### config.mk
export PLATFORM = sky130hd
export DESIGN_NAME = mem_stage_nway
export DESIGN_NICKNAME = d
export VERILOG_FILES = /design/src/rtl/mem_stage_nway.sv
export SDC_FILE = /design/constraint.sdc
export NUM_CORES = 1
export LEC_CHECK = 0
export ABC_AREA = 1
export BUFFER_PORTS_ARGS = -buffer_cell sky130_fd_sc_hd__buf_4
export CAP_MARGIN = 10
export CORE_ASPECT_RATIO = 0.5
export CORE_UTILIZATION = 40
export CTS_CLUSTER_DIAMETER = 200
export DETAILED_ROUTE_END_ITERATION = 8
export GPL_TIMING_DRIVEN = 1
export PLACE_DENSITY = 0.66
export SLEW_MARGIN = 20
export SYNTH_ARGS = -nofsm -noshare
export SYNTH_HDL_FRONTEND = slang
export SYNTH_SLANG_ARGS = --single-unit
### constraint.sdc
create_clock -name clk -period 13.6 [get_ports clk]
set_input_delay 1.36 -clock clk [delete_from_list [all_inputs] [get_ports clk]]
set_output_delay 1.36 -clock clk [all_outputs]
set_load 0.01 [all_outputs]
### src/rtl/mem_stage_nway.sv
// mem_stage_nway: N-lane memory-access stage between EX and WB.
// Holds one issue bundle and performs its data-memory accesses one at a time,
// in lane order, over a req/addr_ok/data_ok interface. Aligns load data,
// applies the precise exception kill mask and drives per-lane writeback.
module mem_stage_nway #(
    parameter int LANES = 2,
    parameter int AW    = 32
) (
    input  logic                  clk,
    input  logic                  rst,
    input  logic                  flush,
    input  logic                  stall_in,
    input  logic [LANES-1:0]      in_valid,
    input  logic [LANES-1:0]      in_mem_en,
    input  logic [LANES-1:0]      in_mem_we,
    input  logic [3*LANES-1:0]    in_mem_op,
    input  logic [AW*LANES-1:0]   in_addr,
    input  logic [32*LANES-1:0]   in_wdata,
    input  logic [LANES-1:0]      in_rf_we,
    input  logic [5*LANES-1:0]    in_rf_waddr,
    input  logic [32*LANES-1:0]   in_ex_result,
    input  logic [LANES-1:0]      in_exc,
    output logic                  data_req,
    output logic                  data_wr,
    output logic [1:0]            data_size,
    output logic [AW-1:0]         data_addr,
    output logic [31:0]           data_wdata,
    output logic [3:0]            data_wstrb,
    input  logic                  data_addr_ok,
    input  logic                  data_data_ok,
    input  logic [31:0]           data_rdata,
    output logic                  stall_req,
    output logic                  exc_valid,
    output logic [1:0]            exc_lane,
    output logic [LANES-1:0]      wb_valid,
    output logic [LANES-1:0]      wb_we,
    output logic [5*LANES-1:0]    wb_waddr,
    output logic [32*LANES-1:0]   wb_wdata
);

    localparam logic [1:0] S_IDLE  = 2'd0;
    localparam logic [1:0] S_REQ   = 2'd1;
    localparam logic [1:0] S_WAIT  = 2'd2;
    localparam logic [1:0] S_DRAIN = 2'd3;

    // Byte enables for a store of the given size at byte offset a.
    function automatic logic [3:0] store_strb(input logic [1:0] size, input logic [1:0] a);
        case (size)
            2'd0:    return 4'b0001 << a;
            2'd1:    return 4'b0011 << a;
            default: return 4'b1111;
        endcase
    endfunction

    // Store data replicated across the bus so any byte lane picks it up.
    function automatic logic [31:0] store_data(input logic [1:0] size, input logic [31:0] wd);
        case (size)
            2'd0:    return {4{wd[7:0]}};
            2'd1:    return {2{wd[15:0]}};
            default: return wd;
        endcase
    endfunction

    // Select the addressed byte/half from the read word and extend it.
    function automatic logic [31:0] load_align(input logic [2:0] op, input logic [1:0] a,
                                               input logic [31:0] rd);
        logic signed [7:0]  lb;
        logic signed [15:0] lh;
        lb = rd[{a, 3'b000} +: 8];
        lh = a[1] ? rd[31:16] : rd[15:0];
        case (op[1:0])
            2'd0:    return op[2] ? {{24{lb[7]}}, lb} : {24'd0, lb};
            2'd1:    return op[2] ? {{16{lh[15]}}, lh} : {16'd0, lh};
            default: return rd;
        endcase
    endfunction

    // Stage register (p0)
    logic [LANES-1:0]    vld_p0, mem_en_p0, mem_we_p0, rf_we_p0, exc_p0;
    logic [3*LANES-1:0]  mem_op_p0;
    logic [AW*LANES-1:0] addr_p0;
    logic [32*LANES-1:0] wdata_p0, ex_result_p0, ld_data_p0;
    logic [5*LANES-1:0]  rf_waddr_p0;

    logic [1:0]       state, state_nxt;
    logic [1:0]       cur, cur_nxt;
    logic             done;
    logic             done_set, capture, load_en;
    logic [LANES-1:0] kill, acc;
    logic             exc_found;
    logic [1:0]       exc_k;
    logic [1:0]       first_lane, next_lane;
    logic             has_next, any_acc;
    logic             sel_we;
    logic [2:0]       sel_op;
    logic [AW-1:0]    sel_addr;
    logic [31:0]      sel_wdata;

    assign load_en = ~stall_req & ~stall_in;

    // Lane valids: the only stage-register state that needs reset/flush.
    always_ff @(posedge clk) begin
        if (rst || flush)
            vld_p0 <= '0;
        else if (load_en)
            vld_p0 <= in_valid;
    end

    // Stage register payload follows the valid load enable.
    always_ff @(posedge clk) begin
        if (load_en) begin
            mem_en_p0    <= in_mem_en;
            mem_we_p0    <= in_mem_we;
            mem_op_p0    <= in_mem_op;
            addr_p0      <= in_addr;
            wdata_p0     <= in_wdata;
            rf_we_p0     <= in_rf_we;
            rf_waddr_p0  <= in_rf_waddr;
            ex_result_p0 <= in_ex_result;
            exc_p0       <= in_exc;
        end
    end

    // Kill mask: everything from the lowest excepting lane upward.
    always_comb begin
        exc_found = 1'b0;
        exc_k     = 2'd0;
        kill      = '0;
        for (int i = 0; i < LANES; i++) begin
            if (!exc_found && vld_p0[i] && exc_p0[i]) begin
                exc_found = 1'b1;
                exc_k     = 2'(i);
            end
            kill[i] = exc_found;
        end
    end

    assign acc     = vld_p0 & mem_en_p0 & ~kill;
    assign any_acc = |acc;

    // First access lane and the next one after cur (descending scan keeps the lowest).
    always_comb begin
        first_lane = 2'd0;
        next_lane  = 2'd0;
        has_next   = 1'b0;
        for (int i = LANES - 1; i >= 0; i--) begin
            if (acc[i])
                first_lane = 2'(i);
            if (acc[i] && (2'(i) > cur)) begin
                next_lane = 2'(i);
                has_next  = 1'b1;
            end
        end
    end

    // Fields of the lane currently being served.
    always_comb begin
        sel_we    = 1'b0;
        sel_op    = 3'd0;
        sel_addr  = '0;
        sel_wdata = 32'd0;
        for (int i = 0; i < LANES; i++) begin
            if (cur == 2'(i)) begin
                sel_we    = mem_we_p0[i];
                sel_op    = mem_op_p0[i*3 +: 3];
                sel_addr  = addr_p0[i*AW +: AW];
                sel_wdata = wdata_p0[i*32 +: 32];
            end
        end
    end

    // Access sequencer next state; only one access is ever outstanding.
    always_comb begin
        state_nxt = state;
        cur_nxt   = cur;
        capture   = 1'b0;
        done_set  = 1'b0;
        case (state)
            S_IDLE: begin
                if (!flush && any_acc && !done) begin
                    state_nxt = S_REQ;
                    cur_nxt   = first_lane;
                end
            end
            S_REQ: begin
                // A flush that coincides with acceptance still owes us a response.
                if (flush)
                    state_nxt = data_addr_ok ? S_DRAIN : S_IDLE;
                else if (data_addr_ok)
                    state_nxt = S_WAIT;
            end
            S_WAIT: begin
                if (flush) begin
                    state_nxt = data_data_ok ? S_IDLE : S_DRAIN;
                end else if (data_data_ok) begin
                    capture = 1'b1;
                    if (has_next) begin
                        state_nxt = S_REQ;
                        cur_nxt   = next_lane;
                    end else begin
                        state_nxt = S_IDLE;
                        done_set  = 1'b1;
                    end
                end
            end
            default: begin
                if (data_data_ok)
                    state_nxt = S_IDLE;
            end
        endcase
    end

    // Sequencer state and lane pointer.
    always_ff @(posedge clk) begin
        if (rst) begin
            state <= S_IDLE;
            cur   <= 2'd0;
        end else begin
            state <= state_nxt;
            cur   <= cur_nxt;
        end
    end

    // Bundle-done flag: set by the last response, cleared when a new bundle loads.
    always_ff @(posedge clk) begin
        if (rst || flush)
            done <= 1'b0;
        else if (load_en)
            done <= 1'b0;
        else if (done_set)
            done <= 1'b1;
    end

    // Aligned load data captured into the served lane's slot.
    always_ff @(posedge clk) begin
        if (capture) begin
            for (int i = 0; i < LANES; i++) begin
                if (cur == 2'(i))
                    ld_data_p0[i*32 +: 32] <= load_align(sel_op, sel_addr[1:0], data_rdata);
            end
        end
    end

    assign stall_req  = (any_acc & ~done) | (state == S_DRAIN);
    assign exc_valid  = exc_found;
    assign exc_lane   = exc_k;

    assign data_req   = (state == S_REQ);
    assign data_wr    = data_req & sel_we;
    assign data_size  = data_req ? sel_op[1:0] : 2'd0;
    assign data_addr  = data_req ? sel_addr : '0;
    assign data_wdata = data_req ? store_data(sel_op[1:0], sel_wdata) : 32'd0;
    assign data_wstrb = (data_req & sel_we) ? store_strb(sel_op[1:0], sel_addr[1:0]) : 4'd0;

    assign wb_valid = vld_p0 & ~kill & {LANES{~stall_req}};
    assign wb_we    = wb_valid & rf_we_p0;

    // Writeback payload, zeroed on lanes that do not commit.
    always_comb begin
        wb_waddr = '0;
        wb_wdata = '0;
        for (int i = 0; i < LANES; i++) begin
            if (wb_valid[i]) begin
                wb_waddr[i*5 +: 5]  = rf_waddr_p0[i*5 +: 5];
                wb_wdata[i*32 +: 32] = (mem_en_p0[i] && !mem_we_p0[i]) ?
                                       ld_data_p0[i*32 +: 32] : ex_result_p0[i*32 +: 32];
            end
        end
    end

endmodule

==> impl_results.html <==
<table>
<tr><th>Metric</th><th>Value</th></tr>
<tr><th colspan="2">Pwr</th></tr>
<tr><td>Leakage power of the design</td><td>~6.9 nW</td></tr>
<tr><td>Proportion of total power due to net switching</td><td>approximately 29%</td></tr>
<tr><td>Net Switching</td><td>0.6836 mW</td></tr>
<tr><td>Internal power</td><td>~1.7 mW</td></tr>
<tr><td>Combinational share of power</td><td>between 20% and 30%</td></tr>
<tr><td>Pwr Density</td><td>146.7 nW/um2</td></tr>
<tr><td>Power Total</td><td>around 2.4 mW</td></tr>
<tr><td>Maximum resistive drop on vdd</td><td>between 70 and 80 uV</td></tr>
<tr><td>Sequential Power Share</td><td>45.7%</td></tr>
<tr><td>Clock share of power</td><td>between 30% and 40%</td></tr>
<tr><th colspan="2">Routing</th></tr>
<tr><td>Number of optimization iterations in the first detailed-route pass</td><td>7</td></tr>
<tr><td>Vias</td><td>roughly 9,400</td></tr>
<tr><td>DRC Markers</td><td>6</td></tr>
<tr><td>Detailed-route wire length per cell</td><td>around 20 um</td></tr>
<tr><td>Post-detailed-route count of antenna-violating nets</td><td>0</td></tr>
<tr><td>Detailed-route vias per instance</td><td>5.053</td></tr>
<tr><td>Detailed Route Iter0 Violations</td><td>about 740</td></tr>
<tr><td>Routed wire length</td><td>36,420 um</td></tr>
<tr><th colspan="2">Synth</th></tr>
<tr><td>Seq cells post-synth</td><td>about 290</td></tr>
<tr><td>Synthesized-area fraction occupied by xor and xnor cells</td><td>0%</td></tr>
<tr><td>Synthesized area</td><td>about 12,000 um2</td></tr>
<tr><td>Post-synth net total</td><td>between 1,000 and 1,500</td></tr>
<tr><td>Share of async-settable or async-resettable flops after synthesis</td><td>0%</td></tr>
<tr><td>Number of instances in the synthesized netlist</td><td>between 1,000 and 1,500</td></tr>
<tr><td>Largest family of logic cells by synthesized area</td><td>simple AND/OR/NAND/NOR gates</td></tr>
<tr><td>Synthesized-area fraction occupied by adder cells</td><td>0%</td></tr>
<tr><td>Synthesized-area fraction occupied by and/or/nand/nor cells</td><td>roughly 17%</td></tr>
<tr><td>Number of distinct library cells after synthesis</td><td>38</td></tr>
<tr><td>Sequential element share of the synthesized area</td><td>70.88%</td></tr>
<tr><td>Syn Area/Cell</td><td>roughly 11 um2</td></tr>
<tr><td>Most used DFF post-synth</td><td>sky130_fd_sc_hd__edfxtp_1</td></tr>
<tr><td>Synth top cells by count</td><td>sky130_fd_sc_hd__nand2_1 (291), sky130_fd_sc_hd__edfxtp_1 (280), sky130_fd_sc_hd__a21oi_1 (110)</td></tr>
<tr><td>Library cell occupying the most area in the post-synthesis netlist</td><td>sky130_fd_sc_hd__edfxtp_1</td></tr>
<tr><td>Synthesized-area fraction occupied by ao, oa, aoi and oai cells</td><td>7.404%</td></tr>
<tr><td>Largest cells by area after synthesis</td><td>sky130_fd_sc_hd__edfxtp_1 (70%), sky130_fd_sc_hd__nand2_1 (9.1%), sky130_fd_sc_hd__a21oi_1 (4.6%)</td></tr>
<tr><td>Proportion of netlist area held by the largest area contributor</td><td>around 70%</td></tr>
<tr><td>Count of yosys warnings during synthesis</td><td>0</td></tr>
<tr><td>Count of flip-flops with a built-in enable after synthesis</td><td>280</td></tr>
<tr><td>Most frequent cell after synthesis</td><td>sky130_fd_sc_hd__nand2_1</td></tr>
<tr><td>Mux cell area share after synthesis</td><td>less than 1%</td></tr>
<tr><th colspan="2">Setup path</th></tr>
<tr><td>R2R Setup Slk</td><td>just over 10 ns</td></tr>
<tr><td>R2r startpoint</td><td>cur[0]</td></tr>
<tr><td>Crit. End Element</td><td>primary output</td></tr>
<tr><td>Number of buffer and inverter instances along the worst setup path</td><td>4</td></tr>
<tr><td>Most Frequent Cell on Critical Path</td><td>sky130_fd_sc_hd__buf_4</td></tr>
<tr><td>Largest fanout of any net on the critical path</td><td>64</td></tr>
<tr><td>Crit-path slowest cell</td><td>sky130_fd_sc_hd__inv_4</td></tr>
<tr><td>Logic depth of the worst register-to-register path</td><td>7</td></tr>
<tr><td>Critical path launch point</td><td>cur[0]</td></tr>
<tr><td>Cell chain of the critical path</td><td>inv_4 -&gt; nand2_1 -&gt; o21ai_4 -&gt; buf_4 -&gt; nor2_2 -&gt; inv_2 -&gt; o21ai_1 -&gt; a21oi_1 -&gt; buf_4</td></tr>
<tr><td>Worst reg2reg endpoint</td><td>ld_data_p0[13]</td></tr>
<tr><td>Required time of the worst setup path</td><td>approximately 12 ns</td></tr>
<tr><td>Critical path class</td><td>reg -&gt; out</td></tr>
<tr><td>Type of element launching the critical path</td><td>flip-flop</td></tr>
<tr><td>Delay of the slowest critical-path stage</td><td>0.54 ns</td></tr>
<tr><td>Critical path data arrival time</td><td>between 3 and 4 ns</td></tr>
<tr><td>Delay-heaviest family, CP</td><td>buffers and inverters</td></tr>
<tr><th colspan="2">Hold path</th></tr>
<tr><td>Hold worst-path end</td><td>done</td></tr>
<tr><td>Hold/Removal Path Class</td><td>reg -&gt; reg</td></tr>
<tr><td>Launch instance of the worst min-delay path</td><td>done</td></tr>
<tr><td>Count of cells along the worst hold path</td><td>2</td></tr>
<tr><th colspan="2">STA</th></tr>
<tr><td>Hold Fails Final Rpt</td><td>0</td></tr>
<tr><td>Fin Hold WS</td><td>between 0.5 and 0.6 ns</td></tr>
<tr><td>Slew HR</td><td>between 20% and 30%</td></tr>
<tr><td>Portion of the clock cycle consumed by the worst path in the final layout</td><td>roughly a third</td></tr>
<tr><td>RSZ-0062 raised after global routing</td><td>no</td></tr>
<tr><td>Setup Skew</td><td>a little under 0.01 ns</td></tr>
<tr><td>Setup Total Neg Slack</td><td>0 ns</td></tr>
<tr><td>Final setup vio count</td><td>0</td></tr>
<tr><td>Slew @ Worst Pin</td><td>about 1.1 ns</td></tr>
<tr><td>Final slew viol count</td><td>0</td></tr>
<tr><td>Shortest clock period the worst path allows after layout</td><td>4.687 ns</td></tr>
<tr><td>Final WS setup</td><td>~8.9 ns</td></tr>
<tr><td>Fmax</td><td>213.4 MHz</td></tr>
<tr><th colspan="2">Clocking</th></tr>
<tr><td>Number of gates resized after CTS</td><td>0</td></tr>
<tr><td>CTS max path bufs</td><td>3</td></tr>
<tr><td>Clock latency at the later pin of the worst-skew pair</td><td>around 0.54 ns</td></tr>
<tr><td>Number of H-tree levels</td><td>1</td></tr>
<tr><td>Clock-pin slew on the worst setup and hold paths</td><td>0.07 ns</td></tr>
<tr><td>Hold bufs inserted after CTS</td><td>0</td></tr>
<tr><td>Total clock buffers created by CTS</td><td>27</td></tr>
<tr><td>Clock root cell</td><td>sky130_fd_sc_hd__clkbuf_16</td></tr>
<tr><td>Setup repair bufs after CTS</td><td>0</td></tr>
<tr><td>CTS tree</td><td>done</td></tr>
<tr><td>Number of sinks driven by the clock tree</td><td>286</td></tr>
<tr><th colspan="2">Die</th></tr>
<tr><td>Area of the core region</td><td>roughly 30,000 um2</td></tr>
<tr><td>Vertical die dimension</td><td>~120 um</td></tr>
<tr><td>Initial Utilization</td><td>between 40% and 50%</td></tr>
<tr><td>FP Rows</td><td>44</td></tr>
<tr><td>Die Footprint</td><td>30,820 um2</td></tr>
<tr><td>Width of the chip</td><td>about 250 um</td></tr>
<tr><td>Num ports</td><td>410</td></tr>
<tr><th colspan="2">Place</th></tr>
<tr><td>Post-detailed-placement half-perimeter wirelength</td><td>roughly 26,000 um</td></tr>
<tr><td>Dpl cells</td><td>approximately 1,800</td></tr>
<tr><td>Port Buffer Count</td><td>between 400 and 500</td></tr>
<tr><td>Routability congestion estimate from global placement</td><td>a little under 0.9</td></tr>
<tr><td>Area after detailed placement</td><td>between 15,000 and 20,000 um2</td></tr>
<tr><td>Worst setup slack after placement</td><td>between 9 and 10 ns</td></tr>
<tr><th colspan="2">Global routing</th></tr>
<tr><td>GR Overflow Total</td><td>0</td></tr>
<tr><td>Initial antenna violation count</td><td>3</td></tr>
<tr><td>Largest net degree at the start of global routing</td><td>86</td></tr>
<tr><td>Global router's overall resource usage</td><td>between 20 and 25%</td></tr>
<tr><td>Global-route wire length before repair</td><td>roughly 54,000 um</td></tr>
<tr><td>Via count of the first global-routing pass</td><td>around 9,000</td></tr>
<tr><th colspan="2">Final layout</th></tr>
<tr><td>Synthesis-to-finish area growth</td><td>35.25%</td></tr>
<tr><td>Fin area</td><td>between 15,000 and 20,000 um2</td></tr>
<tr><td>Share of cells above drive strength 1</td><td>about 34%</td></tr>
<tr><td>Total number of nets in the final design</td><td>roughly 1,700</td></tr>
<tr><td>Cell Count, Final, Fillers Out</td><td>roughly 1,900</td></tr>
<tr><td>End-of-flow core utilization</td><td>a little under three fifths</td></tr>
<tr><th colspan="2">Status</th></tr>
<tr><td>Violations in the final reports</td><td>DRC</td></tr>
<tr><td>Status</td><td>finished with violations</td></tr>
<tr><th colspan="2">Run</th></tr>
<tr><td>Max cap viols</td><td>0</td></tr>
</table>
==> cell type report <==
class,count,area [um2]
Clock inverter,15,168.9
Timing Repair Buffer,417,3131
Antenna cell,3,7.507
Inverter,59,224.0
Tap cell,391,489.2
Fill cell,2501,13020
Sequential cell,286,8529
Multi-Input combinational cell,647,3025
Clock buffer,33,698.2
==> state kept, by name, summed over array words and instances, names as in the netlist <==
name          flops
addr_p0          64
cur               1
done              1
ex_result_p0     64
exc_p0            2
ld_data_p0       64
mem_en_p0         2
mem_op_p0         6
mem_we_p0         2
rf_waddr_p0      10
rf_we_p0          2
state             2
vld_p0            2
wdata_p0         64
==> layer usage <==
layer	GRT usage, %	routed length, um	vias to the layer above
met2	40.95	19170	281
met5	0	0	-
met3	2.930	1431	60
met1	29.43	14820	4569
met4	6.604	1004	0
li1	-	-	4444
==> worst max path at each step <==
stage | end | slack [ns] | cells after the start
floorplan | addr_p0[0] | 2.53 | 1
global placement | data_wdata[26] | 9.56 | 9
detailed placement | data_wdata[26] | 9.49 | 9
CTS | data_wdata[11] | 8.91 | 9
global route | data_wdata[9] | 8.67 | 9
finish | data_wdata[12] | 8.91 | 9
==> tightest hold or removal path, stage by stage, from the launching register on <==
cell and delay (ns):
sky130_fd_sc_hd__dfxtp_1 0.33, sky130_fd_sc_hd__a21oi_1 0.05, sky130_fd_sc_hd__nor2_1 0.09
==> power groups by stage <==
stage / Combinational, mW / Sequential [mW] / Clock, mW
6_report: 0.531 / 1.09 / 0.765
5_1_grt: 0.581 / 1.10 / 0.809
4_1_cts: 0.534 / 1.09 / 0.777
3_5_place_dp: 0.533 / 1.11 / 0
3_3_place_gp: 0.523 / 1.11 / 0
2_1_floorplan: 0.293 / 1.12 / 0
==> layout by cell type, fill, tap and decap left out, types with 2 or more instances in the layout <==
cell type,Yosys,routed
sky130_fd_sc_hd__nand3_2,2,3
sky130_fd_sc_hd__a21oi_1,110,110
sky130_fd_sc_hd__buf_4,2,417
sky130_fd_sc_hd__edfxtp_1,280,280
sky130_fd_sc_hd__mux2i_1,9,9
sky130_fd_sc_hd__a21oi_2,10,10
sky130_fd_sc_hd__inv_1,47,47
sky130_fd_sc_hd__diode_2,0,3
sky130_fd_sc_hd__nand2_2,4,5
sky130_fd_sc_hd__nand3_1,106,105
sky130_fd_sc_hd__nor2_1,60,57
sky130_fd_sc_hd__nor2_4,2,5
sky130_fd_sc_hd__a32oi_1,7,7
sky130_fd_sc_hd__or2_2,5,5
sky130_fd_sc_hd__nand2_1,291,290
sky130_fd_sc_hd__dfxtp_1,6,5
sky130_fd_sc_hd__nor3_1,2,2
sky130_fd_sc_hd__clkinv_1,2,9
sky130_fd_sc_hd__bufinv_16,0,4
sky130_fd_sc_hd__inv_2,9,9
sky130_fd_sc_hd__o21ai_1,6,6
sky130_fd_sc_hd__clkinv_2,0,3
sky130_fd_sc_hd__clkbuf_1,29,6
sky130_fd_sc_hd__clkbuf_16,0,27
sky130_fd_sc_hd__o21ai_0,15,15
sky130_fd_sc_hd__o211ai_1,6,6
==> kinds of logic after synthesis <==
family                 after synthesis
and+or+nand+nor                    478
DFF                                286
buffers and inverters              120
AOI/OAI and AO/OA                  159
other                                1
muxes                                9
No activity file was read; power rests on OpenSTA's default activity.
